<file path="src/rtl/prog_load_arbiter_pkg.sv">
// Shared definitions for the program-load arbiter.
//  - arb_state_e : arbiter FSM state encoding (IDLE, DRAIN, LOAD, RELEASE)
//  - ADDR_W_DEF / DATA_W_DEF : default RAM geometry (16 x 8)
package prog_load_arbiter_pkg;

  localparam int unsigned ADDR_W_DEF = 4;
  localparam int unsigned DATA_W_DEF = 8;

  typedef enum logic [1:0] {
    StIdle    = 2'd0,
    StDrain   = 2'd1,
    StLoad    = 2'd2,
    StRelease = 2'd3
  } arb_state_e;

endpackage

</file>
<file path="src/rtl/arb_cycle_counter.sv">
// Loadable down-counter shared by the drain timeout and the pc_rst pulse length.
//  i_clk      : clock
//  i_rst      : async active-high reset (count -> 0)
//  i_load     : load i_load_val (takes priority over i_dec)
//  i_load_val : value to load
//  i_dec      : decrement by one, holding at zero
//  o_zero     : count is zero
module arb_cycle_counter #(
  parameter int unsigned W = 4
) (
  input  logic         i_clk,
  input  logic         i_rst,
  input  logic         i_load,
  input  logic [W-1:0] i_load_val,
  input  logic         i_dec,
  output logic         o_zero
);

  logic [W-1:0] r_count;

  always_ff @(posedge i_clk or posedge i_rst) begin
    if (i_rst) begin
      r_count <= '0;
    end else if (i_load) begin
      r_count <= i_load_val;
    end else if (i_dec && (r_count != '0)) begin
      r_count <= r_count - W'(1);
    end
  end

  assign o_zero = (r_count == '0);

endmodule

</file>
<file path="src/rtl/prog_load_arbiter.sv">
// Arbitrates the program RAM between the CPU and an external host loader.
// A host request waits for an instruction boundary (or halt, or a drain timeout), freezes the
// CPU, lets the host write bytes, then pulses the PC reset on release.
//  i_clk, i_rst              : clock, async active-high reset
//  i_load_req                : host ownership request (level)
//  i_host_valid/addr/data    : host write strobe, address, data
//  o_host_ready, o_load_grant: host may write (LOAD state)
//  o_load_count              : bytes written this session, saturating at 2**ADDR_W
//  i_cpu_boundary/halted     : CPU at fetch T0 / halted
//  i_cpu_addr/wdata/we       : CPU-side RAM signals
//  o_cpu_hold                : CPU clock gate
//  o_pc_rst                  : program-counter reset pulse
//  o_ram_addr/wdata/we       : muxed RAM signals
module prog_load_arbiter
  import prog_load_arbiter_pkg::*;
#(
  parameter int unsigned ADDR_W     = ADDR_W_DEF,
  parameter int unsigned DATA_W     = DATA_W_DEF,
  parameter int unsigned RST_CYCLES = 2,
  parameter int unsigned DRAIN_MAX  = 15
) (
  input  logic              i_clk,
  input  logic              i_rst,
  input  logic              i_load_req,
  input  logic              i_host_valid,
  input  logic [ADDR_W-1:0] i_host_addr,
  input  logic [DATA_W-1:0] i_host_data,
  output logic              o_host_ready,
  output logic              o_load_grant,
  output logic [ADDR_W:0]   o_load_count,
  input  logic              i_cpu_boundary,
  input  logic              i_cpu_halted,
  input  logic [ADDR_W-1:0] i_cpu_addr,
  input  logic [DATA_W-1:0] i_cpu_wdata,
  input  logic              i_cpu_we,
  output logic              o_cpu_hold,
  output logic              o_pc_rst,
  output logic [ADDR_W-1:0] o_ram_addr,
  output logic [DATA_W-1:0] o_ram_wdata,
  output logic              o_ram_we
);

  localparam int unsigned CntMax = (DRAIN_MAX > RST_CYCLES) ? DRAIN_MAX : RST_CYCLES;
  localparam int unsigned CntW   = $clog2(CntMax + 1);
  localparam int unsigned Depth  = 1 << ADDR_W;

  arb_state_e          r_state;
  arb_state_e          w_state_d;
  logic                r_load_grant;
  logic                r_pc_rst;
  logic [ADDR_W:0]     r_load_count;
  logic                w_cnt_load;
  logic [CntW-1:0]     w_cnt_val;
  logic                w_cnt_dec;
  logic                w_cnt_zero;
  logic                w_boundary;
  logic                w_host_xfer;

  assign w_boundary  = i_cpu_boundary | i_cpu_halted;
  assign w_host_xfer = (r_state == StLoad) && i_host_valid;

  arb_cycle_counter #(
    .W (CntW)
  ) u_cnt (
    .i_clk      (i_clk),
    .i_rst      (i_rst),
    .i_load     (w_cnt_load),
    .i_load_val (w_cnt_val),
    .i_dec      (w_cnt_dec),
    .o_zero     (w_cnt_zero)
  );

  // Counter is loaded with DRAIN_MAX on DRAIN entry, so DRAIN lasts at most DRAIN_MAX+1
  // cycles; loaded with RST_CYCLES-1 on RELEASE entry so pc_rst is high RST_CYCLES cycles.
  always_comb begin
    w_state_d  = r_state;
    w_cnt_load = 1'b0;
    w_cnt_val  = '0;
    w_cnt_dec  = 1'b0;
    unique case (r_state)
      StIdle: begin
        if (i_load_req) begin
          w_state_d  = StDrain;
          w_cnt_load = 1'b1;
          w_cnt_val  = CntW'(DRAIN_MAX);
        end
      end
      StDrain: begin
        if (!i_load_req) begin
          w_state_d = StIdle;
        end else if (w_boundary || w_cnt_zero) begin
          w_state_d = StLoad;
        end else begin
          w_cnt_dec = 1'b1;
        end
      end
      StLoad: begin
        if (!i_load_req) begin
          w_state_d  = StRelease;
          w_cnt_load = 1'b1;
          w_cnt_val  = CntW'(RST_CYCLES - 1);
        end
      end
      StRelease: begin
        if (w_cnt_zero) begin
          w_state_d = StIdle;
        end else begin
          w_cnt_dec = 1'b1;
        end
      end
      default: w_state_d = StIdle;
    endcase
  end

  always_ff @(posedge i_clk or posedge i_rst) begin
    if (i_rst) begin
      r_state      <= StIdle;
      r_load_grant <= 1'b0;
      r_pc_rst     <= 1'b0;
      r_load_count <= '0;
    end else begin
      r_state      <= w_state_d;
      r_load_grant <= (w_state_d == StLoad);
      r_pc_rst     <= (w_state_d == StRelease);
      if ((r_state != StLoad) && (w_state_d == StLoad)) begin
        r_load_count <= '0;
      end else if (w_host_xfer && (r_load_count != (ADDR_W + 1)'(Depth))) begin
        r_load_count <= r_load_count + (ADDR_W + 1)'(1);
      end
    end
  end

  // Hold asserts combinationally in DRAIN so the CPU freezes on the boundary cycle itself.
  always_comb begin
    o_cpu_hold   = 1'b0;
    o_host_ready = 1'b0;
    o_ram_addr   = i_cpu_addr;
    o_ram_wdata  = i_cpu_wdata;
    o_ram_we     = i_cpu_we;
    unique case (r_state)
      StIdle: ;
      StDrain: o_cpu_hold = w_boundary;
      StLoad: begin
        o_cpu_hold   = 1'b1;
        o_host_ready = 1'b1;
        o_ram_addr   = i_host_addr;
        o_ram_wdata  = i_host_data;
        o_ram_we     = w_host_xfer;
      end
      StRelease: begin
        o_cpu_hold  = 1'b1;
        o_ram_addr  = i_host_addr;
        o_ram_wdata = i_host_data;
        o_ram_we    = 1'b0;
      end
      default: ;
    endcase
  end

  assign o_load_grant = r_load_grant;
  assign o_pc_rst     = r_pc_rst;
  assign o_load_count = r_load_count;

endmodule

</file>
<file path="config.mk">
export PLATFORM = sky130hd
export DESIGN_NAME = prog_load_arbiter
export DESIGN_NICKNAME = d
export VERILOG_FILES = /design/src/rtl/prog_load_arbiter_pkg.sv /design/src/rtl/arb_cycle_counter.sv /design/src/rtl/prog_load_arbiter.sv
export SDC_FILE = /design/constraint.sdc
export NUM_CORES = 1
export LEC_CHECK = 0
export CAP_MARGIN = 30
export CELL_PAD_IN_SITES_DETAIL_PLACEMENT = 1
export CELL_PAD_IN_SITES_GLOBAL_PLACEMENT = 2
export CORE_MARGIN = 2
export CORE_UTILIZATION = 22
export CTS_CLUSTER_DIAMETER = 100
export DETAILED_ROUTE_END_ITERATION = 8
export GPL_ROUTABILITY_DRIVEN = 0
export GPL_TIMING_DRIVEN = 1
export PLACE_DENSITY = 0.84
export SYNTH_ARGS = -nofsm -noshare
export SYNTH_HDL_FRONTEND = slang
export SYNTH_SLANG_ARGS = --single-unit
</file>
<file path="constraint.sdc">
create_clock -name i_clk -period 3.02 [get_ports i_clk]
set_clock_uncertainty 0.05 [all_clocks]
set_input_delay 0.906 -clock i_clk [delete_from_list [all_inputs] [get_ports i_clk]]
set_output_delay 0.906 -clock i_clk [all_outputs]
set_load 0.05 [all_outputs]
</file>
==> impl_metrics.py <==
metrics = {
    "status": {
        "status": "completed",
    },
    "timing": {
        "tightest_slew_ns": 0.638,
        "fin_tns_setup_ns": 0,
        "fin_hold_ws_ns": 0.522,
        "slew_violations": 0,
        "hold_viol_final": 0,
        "fin_crit_ns": 2.89,
        "rsz0062_at_grt": "false",
        "slew_headroom_pct": 57.5,
        "setup_viol": 0,
        "fmax_mhz": 346,
        "finalCritPeriodShare_pct": 95.8,
    },
    "setup_path": {
        "worstSetupStartpointType": "input pin",
        "reg2reg_depth": 5,
        "arrival_ns": 1.94,
        "crit_fanout": 2,
        "worst_setup_path_end_kind": "output pin",
        "timing.rr.start": "r_state[1]$_DFF_PP0_",
        "crit_start": "i_cpu_halted",
        "rr_endpoint": "u_cnt.r_count[1]$_DFFE_PP0P_",
        "reg2reg_slack_ns": 1.06,
        "critical_path_class": "in -> out",
        "critPathRequiredTime_ns": 2.06,
    },
    "cells_and_area": {
        "syn2layout_area_growth_pct": 84.5,
        "n_antenna_cell": 0,
        "layout-drive-gt1-share_pct": 22.4,
        "finalNetCount": 182,
        "design_area_mm2": 0.00166,
    },
    "detailed_routing": {
        "routed_wl_um": 3010,
        "via_per_inst": 4.79,
        "dr_total_vias": 944,
        "antenna_left": 0,
        "first_iter_violations": 22,
        "firstDrtPassIters": 3,
        "drcViolationCount": 0,
        "avgRoutedWirePerCell_um": 15.3,
    },
    "power_and_ir_drop": {
        "swShare_pct": 48.0,
        "combPwrFrac_pct": 69.4,
        "seqPwrFrac_pct": 21.2,
        "p_int_uw": 886,
        "power.switching_uw": 819,
        "vdd_drop_max_uv": 339,
        "p_clk_share_pct": 9.4,
        "power.density_mw_per_mm2": 1030,
        "leakagePower_uw": 0.000711,
    },
    "synth": {
        "synth_top_area_cell": "dfrtp_1",
        "syn_area_per_cell_um2": 9.44,
        "synth_edf_count": 0,
        "syn_nets": 129,
        "synth_common_cells": "13 x dfrtp_1, 12 x mux2_2, 9 x nor2_1, 8 x inv_1, 6 x nand2_1",
        "synth_seq_area_share_pct": 36.3,
        "synth.ff_latch_count": 13,
        "synth_area_um2": 897,
        "synth_flop_cell": "dfrtp_1",
        "synth_area_leaders": "dfrtp_1 36%, mux2_2 15%, ha_1 4.2%",
        "ys_warn_count": 0,
        "synth_top_area_share_pct": 36.3,
        "synth_cell_types": 32,
        "yosysMostFrequentCell": "dfrtp_1",
        "synth_cells": 95,
        "async_flop_share_pct": 100,
    },
    "die": {
        "die_h_um": 67.9,
        "ios": 53,
        "rows": 23,
        "initial_core_util_pct": 22.6,
        "die_w_um": 67.9,
        "die_area_mm2": 0.00460,
        "coreArea_mm2": 0.00397,
    },
    "clock_network": {
        "cts-root-buf": "clkbuf_8",
        "cts.sinks": 13,
        "htreeDepth": 1,
        "postCtsResizedCells": 0,
        "clk_pin_slew_ns": 0.06,
        "cts_max_path_buffers": 2,
        "holdBufCountCts": 0,
        "cts_buffers": 3,
        "cts_tree": "built",
        "cts_setup_buffers": 0,
        "clock_latency_ns": 0.25,
    },
    "global_routing": {
        "overflow": 0,
        "grt_max_degree": 19,
        "grt_pass1_vias": 1118,
        "grt.total_usage_pct": 14.3,
        "grt_pass1_wl_um": 4870,
        "antenna_found_initial": 0,
    },
    "place": {
        "port_buffers": 52,
        "dp_hpwl_um": 2570,
        "place_area_mm2": 0.00161,
    },
    "hold_path": {
        "holdPathEnd": "u_cnt.r_count[1]$_DFFE_PP0P_",
        "min_path_type": "reg -> reg",
        "hp-start": "u_cnt.r_count[1]$_DFFE_PP0P_",
        "hold_depth": 2,
    },
    "flow_run": {
        "cap_violations": 0,
    },
}
[metrics by stage]
step	util (%)	power [uW]	setup slack (ns)	std cells
3_3_place_gp	40.5	1530	0.114	193
6_report	41.7	1710	0.127	197
5_1_grt	41.7	1810	0.0618	197
2_1_floorplan	-	1060	0.584	95
4_1_cts	41.7	1730	0.103	197
3_5_place_dp	40.5	1570	0.118	193
[critical path, cell delays in order]
cell             delay [ns]
clkdlybuf4s50_1        0.44
o21ai_0                0.27
nand2_1                0.15
buf_12                 0.17
[registers in the layout, summed over array words and instances, names as in the netlist]
signal	flops
o_pc_rst	1
r_state	2
o_load_count	5
u_cnt.r_count	4
o_load_grant	1
[cells in the final DEF, fill, tap and decap left out, types with 2 or more instances in the layout]
cell / count
a21oi_1: 2
a21oi_2: 2
buf_12: 15
clkbuf_8: 3
clkdlybuf4s50_1: 37
dfrtp_1: 13
ha_1: 3
inv_1: 8
mux2_2: 12
mux2i_1: 3
nand2_1: 6
nand2b_1: 3
nand4_1: 2
nor2_1: 9
nor2b_1: 3
o21ai_0: 5
o221ai_1: 2
xnor2_1: 2
[routing by layer]
metal / up-vias / wire (um) / GRT usage, %
met3: 2 / 355 / 5.59
met1: 455 / 1070 / 13.3
met5: - / 0 / 0
met4: 0 / 21 / 5.75
met2: 53 / 1560 / 27.6
li1: 434 / - / -
[cell type report]
class                           count  area, um2
Fill cell                         442       2320
Timing Repair Buffer               53        678
Multi-Input combinational cell     69        514
Sequential cell                    13        325
Tap cell                           50       62.6
Clock buffer                        4       45.0
Inverter                            8       30.0
[kinds of logic after synthesis]
kind of cell,count (synthesis),synth area share [%]
AO/OA/AOI/OAI,19,14.9
XOR/XNOR,3,2.93
adder cells (fa/ha/maj),3,4.18
buffers and inverters,13,6.42
flip-flops,13,36.3
multiplexers,15,18.4
AND/OR/NAND/NOR,29,16.9
[power by group through the flow]
stage          clock (uW)  sequential (uW)  combinational, uW
2_1_floorplan           0              419                639
3_3_place_gp            0              363               1170
3_5_place_dp            0              372               1190
4_1_cts               163              368               1200
5_1_grt               170              381               1260
6_report              159              362               1180
[worst max-delay path by stage]
stage / slack, ns / endpoint / cells past startpoint
after floorplan: 0.58 / o_ram_we / 2
after global placement: 0.11 / o_cpu_hold / 4
after detailed placement: 0.12 / o_cpu_hold / 4
after CTS: 0.10 / o_cpu_hold / 4
after global routing: 0.06 / o_cpu_hold / 4
final: 0.13 / o_cpu_hold / 4
Note: power is estimated with default switching activity, not from simulation.
